<file path="src/rtl/plab4_net_router_output_ctrl_tp_pkg.sv">
// Shared definitions for the TP router output controller and the input
// controllers that consume its grants.
package plab4_net_router_output_ctrl_tp_pkg;

   localparam int c_num_inputs = 3;
   localparam int c_sel_nbits  = 2;

   localparam int WEST = 0;
   localparam int TERM = 1;
   localparam int EAST = 2;

   // One-hot request/grant vector to crossbar index; zero vector maps to 0.
   function automatic logic [c_sel_nbits-1:0] onehot_to_idx(input logic [c_num_inputs-1:0] oh);
      logic [c_sel_nbits-1:0] idx;
      idx = '0;
      if (oh[EAST])      idx = 2'(EAST);
      else if (oh[TERM]) idx = 2'(TERM);
      else if (oh[WEST]) idx = 2'(WEST);
      return idx;
   endfunction

   // Next priority pointer: the bit just above the last winner, wrapping 2 -> 0.
   function automatic logic [c_num_inputs-1:0] rotl1(input logic [c_num_inputs-1:0] oh);
      return {oh[c_num_inputs-2:0], oh[c_num_inputs-1]};
   endfunction

endpackage

</file>
<file path="src/rtl/plab4_net_rr_arb_prio.sv">
// Combinational 3-way priority arbiter: first request at or above the
// one-hot priority bit wins, searching upward with wrap 2 -> 0.
module plab4_net_rr_arb_prio
   import plab4_net_router_output_ctrl_tp_pkg::*;
(
   input  logic [c_num_inputs-1:0] prio,
   input  logic [c_num_inputs-1:0] reqs,
   output logic [c_num_inputs-1:0] grant
);

   always_comb begin
      grant = '0;
      unique case (prio)
         3'b010: begin
            if (reqs[TERM])      grant = 3'b010;
            else if (reqs[EAST]) grant = 3'b100;
            else if (reqs[WEST]) grant = 3'b001;
         end
         3'b100: begin
            if (reqs[EAST])      grant = 3'b100;
            else if (reqs[WEST]) grant = 3'b001;
            else if (reqs[TERM]) grant = 3'b010;
         end
         // A corrupted (non-one-hot) pointer falls back to west-first order.
         default: begin
            if (reqs[WEST])      grant = 3'b001;
            else if (reqs[TERM]) grant = 3'b010;
            else if (reqs[EAST]) grant = 3'b100;
         end
      endcase
   end

endmodule

</file>
<file path="src/rtl/plab4_net_router_output_ctrl_tp.sv">
// Per-output-port controller for the timing-partitioned router: round-robin
// arbitration with an independent priority pointer per security domain.
module plab4_net_router_output_ctrl_tp
   import plab4_net_router_output_ctrl_tp_pkg::*;
#(
   parameter int p_num_inputs = c_num_inputs
)(
   input  logic                    clk,
   input  logic                    reset,
   input  logic                    domain0,
   input  logic                    domain1,
   input  logic [p_num_inputs-1:0] reqs,
   output logic [p_num_inputs-1:0] grants,
   output logic                    out_val,
   input  logic                    out_rdy,
   output logic [c_sel_nbits-1:0]  xbar_sel
);

   // Handshake: a flit moves when out_val && out_rdy on a rising edge;
   // out_val never waits on out_rdy, and grants carry the transfer back
   // to the inputs only in cycles where the transfer actually happens.

   logic [p_num_inputs-1:0] prio_d0;
   logic [p_num_inputs-1:0] prio_d1;
   logic [p_num_inputs-1:0] prio_sel;
   logic [p_num_inputs-1:0] arb_win;
   logic                    dom_valid;
   logic                    active_dom;
   logic                    xfer;

   assign dom_valid  = domain0 ^ domain1;
   assign active_dom = domain1;
   assign prio_sel   = active_dom ? prio_d1 : prio_d0;

   plab4_net_rr_arb_prio arb (
      .prio  (prio_sel),
      .reqs  (reqs),
      .grant (arb_win)
   );

   always_comb begin
      out_val  = 1'b0;
      grants   = '0;
      xbar_sel = '0;
      if (!reset && dom_valid) begin
         out_val  = |arb_win;
         xbar_sel = onehot_to_idx(arb_win);
         grants   = out_rdy ? arb_win : '0;
      end
   end

   assign xfer = out_val && out_rdy;

   // Only the active domain's pointer moves, so the other domain's grant
   // order is never influenced by this slot's traffic.
   always_ff @(posedge clk) begin
      if (reset) begin
         prio_d0 <= 3'b001;
         prio_d1 <= 3'b001;
      end else if (xfer) begin
         if (active_dom) prio_d1 <= rotl1(arb_win);
         else            prio_d0 <= rotl1(arb_win);
      end
   end

endmodule

</file>
<file path="config.mk">
export PLATFORM = sky130hd
export DESIGN_NAME = plab4_net_router_output_ctrl_tp
export DESIGN_NICKNAME = d
export VERILOG_FILES = /design/src/rtl/plab4_net_router_output_ctrl_tp_pkg.sv /design/src/rtl/plab4_net_rr_arb_prio.sv /design/src/rtl/plab4_net_router_output_ctrl_tp.sv
export SDC_FILE = /design/constraint.sdc
export NUM_CORES = 1
export LEC_CHECK = 0
export ABC_AREA = 1
export CAP_MARGIN = 5
export CORE_AREA = 5 5 43 45
export CTS_CLUSTER_DIAMETER = 80
export DETAILED_ROUTE_END_ITERATION = 8
export DIE_AREA = 0 0 48 50
export PLACE_DENSITY = 0.74
export SKIP_CTS_REPAIR_TIMING = 1
export SKIP_LAST_GASP = 1
export SYNTH_ARGS = -nofsm -noshare
export SYNTH_HDL_FRONTEND = slang
export SYNTH_SLANG_ARGS = --single-unit
</file>
<file path="constraint.sdc">
create_clock -name clk -period 1.3 [get_ports clk]
set_input_delay 0.26 -clock clk [delete_from_list [all_inputs] [get_ports clk]]
set_output_delay 0.26 -clock clk [all_outputs]
set_load 0.03 [all_outputs]
</file>
# Word level (Yosys, flattened, before mapping)
# Cells that the tools add are included.
word_totals:
  inputBits: 8
  output_inout_bits: 6
  elab_cells: 29
  ff_bits: 6
classes:
  eq_ne: 2
  bitwise_logic: 2
  n_reduce_logical: 6
  n_mux: 17
ops:
  columns: ["operator", "n"]
  rows:
  - ["3-bit two-way mux", 10]
  - ["2-bit two-way mux", 3]
  - ["3-bit one-hot mux with 2 select lines", 1]
  - ["2-bit AND reduction", 2]
  - ["3-bit by 2-bit equality test with 1-bit output (second input constant)", 1]
  - ["3-bit equality test (second input constant)", 1]
  - ["1-bit two-way mux", 3]
  - ["3-bit OR reduction", 1]
  - ["1-bit logical AND", 2]
  - ["1-bit logical NOT", 1]
  - ["1-bit NOT", 1]
  - ["1-bit XOR", 1]

# Logic depth before layout (Yosys ltp)
# Gate-level depths: netlist of run 1.
logic_depth:
  depth_word: 8
  ltp_mapped: 11
  mapped_depth_nobuf: 10

# Hierarchy
# Synthesis of run 1 repeated with hierarchy kept, for this count alone.
hier_totals:
  cells_unflattened: 86
  hier_area_um2: 514.2
modules_own_cells:
  columns: ["module", "n_inst", "seq_area_each_um2", "cells_per_inst", "area_each_um2"]
  rows:
  - ["plab4_net_router_output_ctrl_tp", 1, 120.1, 61, 401.6]
  - ["plab4_net_rr_arb_prio", 1, 0.0, 25, 112.6]

# Least setup slack after synthesis of run 1
# Ideal clock, no wire load.
synth_timing:
  path_type: "input -> output"
  start: "input port domain1"
  end: "output port grants[2]"
  path_stages: 8
  path_buffers: 1
  setup_slack_ps: -573
  required_ps: 1040
  arrival_ps: 1613
  cell_sequence: "buf_6 inv_6 nand2_1 nand2_1 nand3_4 a21oi_2 nand2_1 nor3_1"
synth_via:
  elab_chain_cells: 5
  elab_cells_between_ends: 8
  cone_classes: "eq/ne (2); mux (4); bitwise (1); reduce/logical (1)"
synth_lines:
  columns: ["element", "line_no", "source"]
  rows:
  - ["start: declaration", "plab4_net_router_output_ctrl_tp.sv:11", "input logic domain1,"]
  - ["3-bit two-way mux", "plab4_net_router_output_ctrl_tp.sv:33", "assign prio_sel = active_dom ? prio_d1 : prio_d0;"]
  - ["3-bit equality test or 3-bit by 2-bit equality test with 1-bit output (tied branches)", "plab4_net_rr_arb_prio.sv:13", "unique case (prio)"]
  - ["3-bit one-hot mux with 2 select lines", "plab4_net_rr_arb_prio.sv:13", null]
  - ["3-bit two-way mux", "plab4_net_router_output_ctrl_tp.sv:48", "grants = out_rdy ? arb_win : '0;"]
  - ["3-bit two-way mux *", "plab4_net_router_output_ctrl_tp.sv:45", "if (!reset && dom_valid) begin"]
  - ["end: declaration", "plab4_net_router_output_ctrl_tp.sv:13", "output logic [p_num_inputs-1:0] grants,"]
# Every way passes the cells marked *; elsewhere a longest branch is shown, timed or not.

# Final worst setup path of run 1
layout_timing:
  start: "register prio_d1[1]"
  end: "output port grants[2]"
layout_via:
  elab_chain_cells: 5
  elab_cells_between_ends: 6
  cone_classes: "eq/ne (2); mux (4)"
layout_lines:
  columns: ["element", "line_no", "source"]
  rows:
  - ["start: declaration", "plab4_net_router_output_ctrl_tp.sv:24", "logic [p_num_inputs-1:0] prio_d1;"]
  - ["start signal: assignment", "plab4_net_router_output_ctrl_tp.sv:61", "if (active_dom) prio_d1 <= rotl1(arb_win);"]
  - ["3-bit two-way mux *", "plab4_net_router_output_ctrl_tp.sv:33", null]
  - ["3-bit equality test or 3-bit by 2-bit equality test with 1-bit output (tied branches)", "plab4_net_rr_arb_prio.sv:13", null]
  - ["3-bit one-hot mux with 2 select lines *", "plab4_net_rr_arb_prio.sv:13", null]
  - ["3-bit two-way mux *", "plab4_net_router_output_ctrl_tp.sv:48", null]
  - ["3-bit two-way mux *", "plab4_net_router_output_ctrl_tp.sv:45", null]
# Marked as above.

==> flow_metrics.py, run 1 <==
metrics = {
    "run_status": {
        "outcome": "finished, violations left",
        "violations_in_the_final_reports": "setup timing",
    },
    "clocking": {
        "clock_sink_count": 6,
        "cts_tree": "built",
        "cts_root_buf": "sky130_fd_sc_hd__clkbuf_4",
        "clk_path_buf_depth": 2,
        "cts_inserted_buffers": 3,
        "clkLatencyLatePin_ns": 0.24,
        "cts.clk_slew.worst_paths_ns": 0.04,
        "cts_max_level": 1,
    },
    "sta": {
        "tightestPinTransition_ns": 0.180,
        "report.final.hold_viol_count": 0,
        "period_minus_slack_ns": 1.74,
        "relative_slew_margins_pct": 88.0,
        "rsz_0062_raised_after_global_routing": "yes",
        "post-route-period-util_pct": 133,
        "timing.final.setup_violations": 12,
        "fin_skew_ns": 0.00165,
        "setup_slack_ns": -0.435,
        "report.final.slew_viol_count": 0,
        "achievable-frequency_mhz": 576,
    },
    "critical_path": {
        "r2r_slack_ns": -0.04,
        "required_ns": 1.04,
        "timing.critical_path.fanout_max": 5,
        "path_buf_inv": 2,
        "r2r_end": "prio_d1[0]$_SDFFE_PP1P_",
        "timing.critical_path.mode_cell": "sky130_fd_sc_hd__nand2_2",
        "cp_slowest_stage_delay_ns": 0.32,
        "cp_launch_type": "flip-flop",
        "worst_setup_path_end_kind": "output port",
        "critical-path-slowest-cell": "sky130_fd_sc_hd__dfxtp_2",
        "cp.arrival_ns": 1.48,
        "worst_path_dominant_cell_family": "simple AND/OR/NAND/NOR gates",
        "reg2reg_depth": 9,
        "cp_cell_sequence": "inv_1 > nand2_1 > nand2_2 > nand3_4 > a21oi_4 > nand2_2 > nor3_4 > buf_6",
        "worstReg2RegStart": "prio_d1[1]$_SDFFE_PP0P_",
        "crit_path_class": "flip-flop to output port",
    },
    "floorplan": {
        "rows": 14,
        "die_height_microns": 50,
        "io_pins": 14,
        "die_area_sq_mm": 0.00240,
        "die_w_microns": 48,
        "placeableCoreArea_sq_mm": 0.00144,
        "starting_density_pct": 38.3,
    },
    "synthesis": {
        "post_synthesis_xor_xnor_area_fraction_pct": 0,
        "yosysWarnings": 0,
        "mappedNetlistArea_sq_um": 551,
        "synthCells": 87,
        "post_synth_and_or_nand_nor_area_fraction_pct": 60.9,
        "synth_top_family_by_area": "simple AND/OR/NAND/NOR gates",
        "syn_area_per_cell_sq_um": 6.33,
        "seq_cells_post_synth": 6,
        "seq_area_frac_synth_pct": 21.8,
        "synth_compound_gate_area_share_pct": 3.41,
        "post_synth_num_cell_types": 18,
        "arithmetic_cell_share_of_the_synthesized_area_counting_full_adders_half_adders_and_majority_gates_pct": 0,
        "synth.area.mux_share_pct": 0,
        "synth_nets": 95,
    },
    "cells_and_area": {
        "final.fill_count": 90,
        "final_net_count": 136,
        "multi_input_comb_area_sq_um": 532,
        "area.growth.synth_to_final_pct": 105,
        "final_layout_size_suffix_gt1_share_pct": 73.0,
        "layoutNonFillerInstCount": 142,
        "area.sequential_sq_um": 126,
        "ant_diodes": 0,
    },
    "hold_path": {
        "whs_endpoint": "prio_d0[2]$_SDFFE_PP0P_",
        "hold-path-cell-count": 3,
        "hold_path_startpoint": "reset",
        "timing.hold.worst.class": "input port to flip-flop",
    },
    "detailed_routing": {
        "detail_route.wl_per_cell_microns": 13.4,
        "detailroute.via_count": 716,
        "detailedRoute.firstIterationViolations": 9,
        "antenna_left": 0,
        "detail_route.drc_violations": 0,
        "avgViaCountPerCell": 5.04,
        "postRouteWirelength_mm": 1.91,
        "dr.pass1.iters": 4,
    },
    "grt": {
        "grt_max_degree": 8,
        "grt_use_total_pct": 13.1,
        "grt_antenna_before_repair": 0,
        "grt_overflow_total": 0,
        "number_of_global_route_vias_before_repair": 614,
        "grt_pass1_wl_mm": 2.32,
    },
    "power": {
        "power.static_leakage_nw": 0.564,
        "power.total_w": 0.000634,
        "power_per_cell_area_mw_per_mm2": 560,
        "vdd_drop_max_mv": 0.510,
    },
    "job": {
        "max_cap_violations": 0,
    },
    "place": {
        "detailedPlace.worstSlack_ns": -0.759,
        "place.detailed.instances": 134,
        "hpwlAfterDp_mm": 1.26,
        "placement.io_buffers": 13,
        "place_congestion": 0.916,
    },
}
==> layout by cell type, fill, tap and decap left out <==
cell type / count
sky130_fd_sc_hd__a21oi_2: 2
sky130_fd_sc_hd__a21oi_4: 1
sky130_fd_sc_hd__buf_12: 1
sky130_fd_sc_hd__buf_4: 17
sky130_fd_sc_hd__buf_6: 12
sky130_fd_sc_hd__clkbuf_2: 1
sky130_fd_sc_hd__clkbuf_4: 3
sky130_fd_sc_hd__clkdlybuf4s50_1: 1
sky130_fd_sc_hd__dfxtp_1: 1
sky130_fd_sc_hd__dfxtp_2: 5
sky130_fd_sc_hd__dlymetal6s2s_1: 5
sky130_fd_sc_hd__inv_1: 7
sky130_fd_sc_hd__inv_2: 7
sky130_fd_sc_hd__inv_4: 1
sky130_fd_sc_hd__inv_8: 1
sky130_fd_sc_hd__nand2_1: 13
sky130_fd_sc_hd__nand2_2: 12
sky130_fd_sc_hd__nand2_4: 6
sky130_fd_sc_hd__nand3_1: 5
sky130_fd_sc_hd__nand3_2: 9
sky130_fd_sc_hd__nand3_4: 4
sky130_fd_sc_hd__nand3b_1: 1
sky130_fd_sc_hd__nand4_1: 1
sky130_fd_sc_hd__nor2_2: 3
sky130_fd_sc_hd__nor2_4: 5
sky130_fd_sc_hd__nor3_4: 2
==> how the worst max path moves through the flow <==
stage / start / to / slack, ns / cells past startpoint
6_report: prio_d1[1]$_SDFFE_PP0P_ / grants[2] / -0.44 / 8
5_1_grt: prio_d0[1]$_SDFFE_PP0P_ / grants[2] / -0.49 / 8
4_1_cts: domain1 / grants[1] / -0.76 / 11
3_5_place_dp: domain1 / grants[1] / -0.76 / 11
3_3_place_gp: domain1 / grants[2] / -0.72 / 11
2_1_floorplan: domain1 / grants[2] / -0.23 / 8
==> metrics by stage <==
step | TNS, ns | utilization, % | hold WS [ns] | area [sq um]
global placement | -7.57 | 63.2 | 0.483 | 907
detailed placement | -7.87 | 63.2 | 0.476 | 907
CTS | -6.43 | 64.7 | 0.487 | 930
finish | -2.53 | 78.7 | 0.394 | 1130
floorplan | -1.48 | - | 0.329 | 637
global route | -3.45 | 78.7 | 0.390 | 1130
==> Yosys cell counts <==
master	n	area share (%)
sky130_fd_sc_hd__nand3_2	2	3.6
sky130_fd_sc_hd__nand2_1	28	19
sky130_fd_sc_hd__inv_1	9	6.1
sky130_fd_sc_hd__nand3b_1	1	1.4
sky130_fd_sc_hd__nor3_1	2	1.8
sky130_fd_sc_hd__a21oi_2	1	1.6
sky130_fd_sc_hd__buf_6	1	2.0
sky130_fd_sc_hd__nand2_2	1	1.1
sky130_fd_sc_hd__inv_2	6	4.1
sky130_fd_sc_hd__nand3_4	2	6.4
sky130_fd_sc_hd__nor2_1	5	3.4
sky130_fd_sc_hd__nand2_4	2	4.1
sky130_fd_sc_hd__nor2_4	3	6.1
sky130_fd_sc_hd__nand4_1	1	1.1
sky130_fd_sc_hd__inv_6	1	1.6
sky130_fd_sc_hd__a21oi_1	2	1.8
sky130_fd_sc_hd__nand3_1	14	13
sky130_fd_sc_hd__dfxtp_1	6	22
==> per-layer routing <==
| metal | vias up | wire length, microns | global-route usage (%) | share of wire (%) |
|---|---|---|---|---|
| li1 | 354 | - | - | - |
| met5 | - | 0 | 0 | 0 |
| met1 | 340 | 711 | 14.7 | 37 |
| met3 | 6 | 63 | 2.18 | 3.3 |
| met4 | 0 | 44 | 7.17 | 2.3 |
| met2 | 16 | 1090 | 22.0 | 57 |
==> logic make-up (layout without fill, tap and decap cells) <==
family | after synthesis | after routing
AO/OA/AOI/OAI | 3 | 3
buffers and inverters | 17 | 56
AND/OR/NAND/NOR | 61 | 61
flip-flops | 6 | 6
==> power breakdown <==
| part | internal, W | switching [W] |
|---|---|---|
| logic | 0.000129 | 0.000147 |
| registers | 0.000192 | 0.00000497 |
| clock network | 0.000104 | 0.0000573 |
==> worst min-delay path, cell delays in order <==
cell and delay (ns):
sky130_fd_sc_hd__dlymetal6s2s_1 0.15, sky130_fd_sc_hd__buf_4 0.15, sky130_fd_sc_hd__a21oi_2 0.03
==> cell type report <==
type                       count  area share, %
inverter                      16           6.19
multi-input combinational     64           47.0
tap                           16           1.77
timing repair buffer          37           31.9
clock buffer                   3           1.99
sequential                     6           11.2
==> registers in the layout, summed over array words and instances, names as in the netlist <==
register  flops
prio_d0       3
prio_d1       3
Power figures use the tool's default switching activity.
==> run 2: changes to the inputs <==
PLACE_DENSITY = default   (was 0.74)
PLACE_DENSITY_LB_ADDON = 0.05   (was default)
==> run 2 against run 1 <==
Effect of this change: clock power is essentially flat; flip-flop and latch count is the same; largest power group unchanged; highest routed layer unchanged; maximum frequency grew 2.1%; sequential power is essentially flat; the flow still finishes with violations (setup timing); combinational power shrank 12%; critical endpoint unchanged; first-iteration DRC count shrank 22%; critical path type unchanged; cell area shrank 9.0%; largest cell class unchanged.
==> flow_metrics.py, run 2 (synthesis results as in run 1) <==
metrics = {
    "run_status": {
        "outcome": "finished, violations left",
        "violations_in_the_final_reports": "setup timing",
    },
    "cells_and_area": {
        "final_net_count": 133,
        "final_layout_size_suffix_gt1_share_pct": 59.3,
        "final_cell_utilization_of_the_core_pct": 71.7,
        "final.fill_count": 135,
        "ant_diodes": 0,
        "layout_common_cells": "sky130_fd_sc_hd__nand2_1, sky130_fd_sc_hd__buf_4, sky130_fd_sc_hd__nand3_1",
        "biggestRegsByFlops": "prio_d0: 3 flops, prio_d1: 3 flops",
        "area.growth.synth_to_final_pct": 87.0,
    },
    "clocking": {
        "cts_root_buf": "sky130_fd_sc_hd__clkbuf_4",
        "clk_path_buf_depth": 2,
        "cts_inserted_buffers": 3,
        "cts_max_level": 1,
        "cts.clk_slew.worst_paths_ns": 0.04,
        "cts_tree": "built",
        "clkLatencyLatePin_ns": 0.24,
        "clock_sink_count": 6,
    },
    "sta": {
        "tightestPinTransition_ns": 0.166,
        "fin_skew_ns": 0.00308,
        "tns_ns": -1.93,
        "hold_ws_ns": 0.356,
        "achievable-frequency_mhz": 589,
        "period_minus_slack_ns": 1.70,
        "report.final.hold_viol_count": 0,
        "setup_slack_ns": -0.399,
        "timing.final.setup_violations": 6,
        "report.final.slew_viol_count": 0,
        "relative_slew_margins_pct": 88.9,
        "rsz_0062_raised_after_global_routing": "yes",
        "post-route-period-util_pct": 131,
    },
    "detailed_routing": {
        "postRouteWirelength_mm": 1.55,
        "avgViaCountPerCell": 4.64,
        "antenna_left": 0,
        "detailroute.via_count": 645,
        "dr.pass1.iters": 3,
        "detailedRoute.firstIterationViolations": 7,
        "detail_route.drc_violations": 0,
        "detail_route.wl_per_cell_microns": 11.2,
    },
    "floorplan": {
        "die_area_sq_mm": 0.00240,
        "die_w_microns": 48,
        "die_height_microns": 50,
        "rows": 14,
        "io_pins": 14,
        "placeableCoreArea_sq_mm": 0.00144,
        "starting_density_pct": 38.3,
    },
    "critical_path": {
        "crit_path_class": "flip-flop to output port",
        "required_ns": 1.04,
        "r2r_end": "prio_d1[2]$_SDFFE_PP0P_",
        "timing.critical_path.fanout_max": 5,
        "worst_setup_path_end_kind": "output port",
        "reg2reg_depth": 9,
        "cp_launch_type": "flip-flop",
        "r2r_slack_ns": 0.06,
        "worstReg2RegStart": "prio_d0[0]$_SDFFE_PP1P_",
        "cp.arrival_ns": 1.44,
    },
    "hold_path": {
        "hold-path-cell-count": 3,
        "hold_path_startpoint": "reset",
        "timing.hold.worst.class": "input port to flip-flop",
        "whs_endpoint": "prio_d0[2]$_SDFFE_PP0P_",
    },
    "job": {
        "max_cap_violations": 0,
    },
    "power": {
        "vdd_drop_max_mv": 0.425,
        "power_per_cell_area_mw_per_mm2": 585,
        "power.total_w": 0.000602,
        "power.static_leakage_nw": 0.540,
    },
    "grt": {
        "grt_max_degree": 8,
        "grt_antenna_before_repair": 0,
        "grt_pass1_wl_mm": 2.37,
        "grt_use_total_pct": 13.7,
        "number_of_global_route_vias_before_repair": 586,
        "grt_overflow_total": 0,
    },
    "place": {
        "detailedPlace.worstSlack_ns": -0.749,
        "place_congestion": 0.847,
        "placement.io_buffers": 13,
        "hpwlAfterDp_mm": 1.26,
    },
}
-- run 2: cell count changes in the layout (fill, tap and decap cells not counted), moves of 2 or more --
cell,before,now
sky130_fd_sc_hd__a21oi_1,0,2
sky130_fd_sc_hd__a21oi_2,2,0
sky130_fd_sc_hd__buf_6,12,10
sky130_fd_sc_hd__nand2_1,13,17
sky130_fd_sc_hd__nand2_2,12,10
sky130_fd_sc_hd__nand2_4,6,4
sky130_fd_sc_hd__nand3_1,5,11
sky130_fd_sc_hd__nand3_2,9,4
sky130_fd_sc_hd__nor2_1,0,2
sky130_fd_sc_hd__nor2_2,3,1
-- run 2: area by class of cell --
class | instances | area, sq um | share of cell area (%)
timing repair buffer | 34 | 333 | 32.3
clock buffer | 3 | 22.5 | 2.19
inverter | 16 | 67.6 | 6.56
sequential | 6 | 125 | 12.2
multi-input combinational | 64 | 462 | 44.8
tap | 16 | 20.0 | 1.94
-- run 2: metrics by stage --
stage | area, sq um | std cells
after floorplan | 637 | 87
final | 1030 | 139
after global routing | 1030 | 139
after global placement | 900 | 133
after detailed placement | 900 | 133
after CTS | 922 | 136
-- run 2: worst max-delay path by stage --
stage	from	to	slack [ns]	cells after the start
2_1_floorplan	domain1	grants[2]	-0.23	8
3_3_place_gp	domain1	grants[2]	-0.73	11
3_5_place_dp	domain1	grants[2]	-0.75	11
4_1_cts	domain1	grants[2]	-0.75	11
5_1_grt	prio_d0[1]$_SDFFE_PP0P_	grants[0]	-0.52	10
6_report	prio_d0[0]$_SDFFE_PP1P_	grants[2]	-0.40	8
-- run 2: where the power goes --
part | switching (W) | total, W | internal [W]
sequential | 0.00000399 | 0.000195 | 0.000191
clock | 0.0000600 | 0.000164 | 0.000104
combinational | 0.000126 | 0.000243 | 0.000117
-- run 2: critical path, stage by stage, from the launching register on --
cell and delay [ns]:
sky130_fd_sc_hd__dfxtp_2 0.32, sky130_fd_sc_hd__nand2_2 0.05, sky130_fd_sc_hd__nand2_2 0.06, sky130_fd_sc_hd__inv_2 0.09, sky130_fd_sc_hd__nand3_4 0.13, sky130_fd_sc_hd__a21oi_4 0.18
sky130_fd_sc_hd__nand2_2 0.09, sky130_fd_sc_hd__nor3_4 0.12, sky130_fd_sc_hd__buf_6 0.15
-- run 2: routing by layer --
metal	track usage (%)	part of all wire, %
met5	0	0
met4	6.73	1.4
met3	2.18	3.5
met2	22.5	55
met1	16.4	40
==> variant (flow settings as in run 2) <==
Set the package constant `c_num_inputs` to 6 (it was 3).
--- a/src/rtl/plab4_net_router_output_ctrl_tp_pkg.sv
+++ b/src/rtl/plab4_net_router_output_ctrl_tp_pkg.sv
@@ -2,7 +2,7 @@
 // controllers that consume its grants.
 package plab4_net_router_output_ctrl_tp_pkg;
 
-   localparam int c_num_inputs = 3;
+   localparam int c_num_inputs = 6;
    localparam int c_sel_nbits  = 2;
 
    localparam int WEST = 0;
Ports: changed (resized grants and reqs); port bits go from 14 to 20. No check against the original RTL was run, so the function may have changed too.
==> variant against run 2 <==
- the flow still finishes with violations (setup timing)
- synthesized cell count is 9.2% higher
- cell area is 7.4% higher
- setup slack got worse by 120 ps
- die area unchanged
- sequential cell count grew 2
- power is 20% higher
- area after synthesis increased by 3.6%
- sequential share of layout area is 2.8 points higher
- global-route usage increased by 0.81 points
- count of clock-buffer cells in the layout stayed put
- fmax shrank 6.4%
- wire length up 22%
- combinational power increased by 11%
- critical endpoint is now xbar_sel[0]
- largest power group unchanged
- highest routed layer unchanged
==> variant: results (changes against run 2) <==
Status: finished, violations left (unchanged)
Violated checks: setup timing (unchanged)
Top FF cell, synth: dfxtp_1 (unchanged)
Mapped Cells: 95 (was 87)
Area Growth Syn to Fin: 93.9% (was 87.0%)
Largest registers: prio_d0 x4, prio_d1 x4 (was prio_d0 x3, prio_d1 x3)
Tightest Hold Check Type: in -> reg (unchanged)
Hold worst-path end: prio_d0[2]$_SDFFE_PP0P_ (unchanged)
Largest cells by area after synthesis: dfxtp_1, nand2_1, inv_1, nand3_1, nor2_1 (was dfxtp_1, nand2_1, nand3_1, nand3_4, inv_1)
Post-DP Area: 850 um^2 (was 900 um^2)
Placed cell count: 134 (was 133)
Worst Skew: 2.25 ps (was 3.08 ps)
Sw Pwr: 0.246 mW (was 0.190 mW)
Post-Route WL: 1.90 mm (was 1.55 mm)
Worst r2r src: prio_d0[1]$_SDFFE_PP0P_ (was prio_d0[0]$_SDFFE_PP1P_)
First-pass GRT wire length: 2.53 mm (was 2.37 mm)
Endpoints failing setup: 9 (was 6)
DR iter-0 viols: 11 (was 7)
CP delay by family, top: simple AND/OR/NAND/NOR gates (unchanged)
Worst vdd ir: 0.660 mV (was 0.425 mV)
Worst Path Arrival: 1550 ps (was 1440 ps)
Reg2reg path depth: 11 (was 9)
Post-Place Setup Slack: -883 ps (was -749 ps)
Maximum fanout along the worst path: 3 (was 5)
Async S/R FF share, synth: 0% (unchanged)
R2R Path End: prio_d1[1]$_SDFFE_PP0P_ (was prio_d1[2]$_SDFFE_PP0P_)
CTS Buf Count: 3 (unchanged)
CTS H-Tree Depth: 1 (unchanged)
Most frequent cell after synthesis: nand2_1 (unchanged)
ANT cells: 0 (unchanged)
Sequential cell area fraction in the yosys report: 28.1% (was 21.8%)
PortBufs: 13 (unchanged)
Count of cell types in the netlist: 19 (was 18)
Via density: 5.04 (was 4.64)
Synth cell count leaders: nand2_1, inv_1, nand3_1, dfxtp_1, nor2_1 (was nand2_1, nand3_1, inv_1, dfxtp_1, inv_2)
Final worst slack: -515 ps (was -399 ps)
Clock transition at path regs: 50 ps
CP peak stage delay: 320 ps (about the same)
Latest clock arrival within the worst-skew pair: 260 ps (was 240 ps)
Worst path slowest cell: dfxtp_2 (unchanged)
Vias in the first global route: 618 (was 586)
Yosys Warn Count: 0 (unchanged)
Worst hold path stage count: 3 (unchanged)
Global-route usage over all layers: 14.5% (was 13.7%)
Router iterations before antenna repair: 4 (was 3)
Initial antenna violation count: 0 (unchanged)
Global route total overflow: 0 (unchanged)
Share of post-route cells with drive strength above 1: 55.6% (was 59.3%)
Final Non-Filler Cells: 142 (was 139)
Fillcell total: 95 (was 135)
Clock Tree Buf Depth: 2 (unchanged)
R2r setup slk: -220 ps (was 60 ps)
Largest net degree at the start of global routing: 8 (unchanged)
Dpl hpwl: 1.23 mm (was 1.26 mm)
Leakage: 0.553 nW (was 0.540 nW)
GPL Wtd Cong: 0.796 (was 0.847)
[variant: changes by cell type in the layout (fill, tap and decap cells not counted), moves of 2 or more]
cell	before	now
inv_1	8	15
nor2_1	2	4
buf_6	10	8
nand3_1	11	5
nand2_1	17	12
inv_2	7	2
o21ai_2	0	2
dfxtp_1	2	4
nand2_2	10	8
buf_4	17	13
o21ai_0	0	2
conb_1	0	3
nand2_4	4	7
[variant: cell type report]
class,count,area share [%]
Tap cell,16,1.81
Timing Repair Buffer,29,27.1
Inverter,19,7.47
Multi-Input combinational cell,67,46.6
Sequential cell,8,14.9
Clock buffer,3,2.04
[variant: worst max-delay path by stage]
stage	from	to
global route	prio_d0[1]$_SDFFE_PP0P_	grants[0]
detailed placement	domain1	grants[0]
finish	prio_d0[1]$_SDFFE_PP0P_	xbar_sel[0]
floorplan	prio_d1[2]$_SDFFE_PP0P_	grants[2]
CTS	domain1	grants[0]
global placement	domain1	grants[0]
[variant: through the flow]
stage                     setup TNS, ps  hold slack [ps]
after floorplan                    -399              315
after detailed placement         -10360              459
final                             -3010              378
after CTS                         -8250              469
after global placement           -10020              453
after global routing              -3720              388
[variant: cell families after synthesis]
group,synth area share [%]
AOI/OAI and AO/OA,7.68
other,0.657
buffers and inverters,16.4
and+or+nand+nor,47.2
DFF,28.1
[variant: tightest hold or removal path, delay by kind of cell]
family,cells,cell delay (ps)
buf+inv,2,310
compound gates,1,30
[variant: power groups by stage]
stage / registers, mW / logic (mW) / clock network [mW]
floorplan: 0.261 / 0.119 / 0
global placement: 0.262 / 0.195 / 0
detailed placement: 0.262 / 0.196 / 0
CTS: 0.257 / 0.197 / 0.196
global route: 0.258 / 0.287 / 0.215
finish: 0.257 / 0.270 / 0.195
[variant: layer usage]
metal	wire length, um	global-route usage [%]	vias to the layer above
met3	103	4.36	6
met5	0	0	-
li1	-	-	351
met2	876	20.0	26
met1	868	20.0	333
met4	46	6.73	0
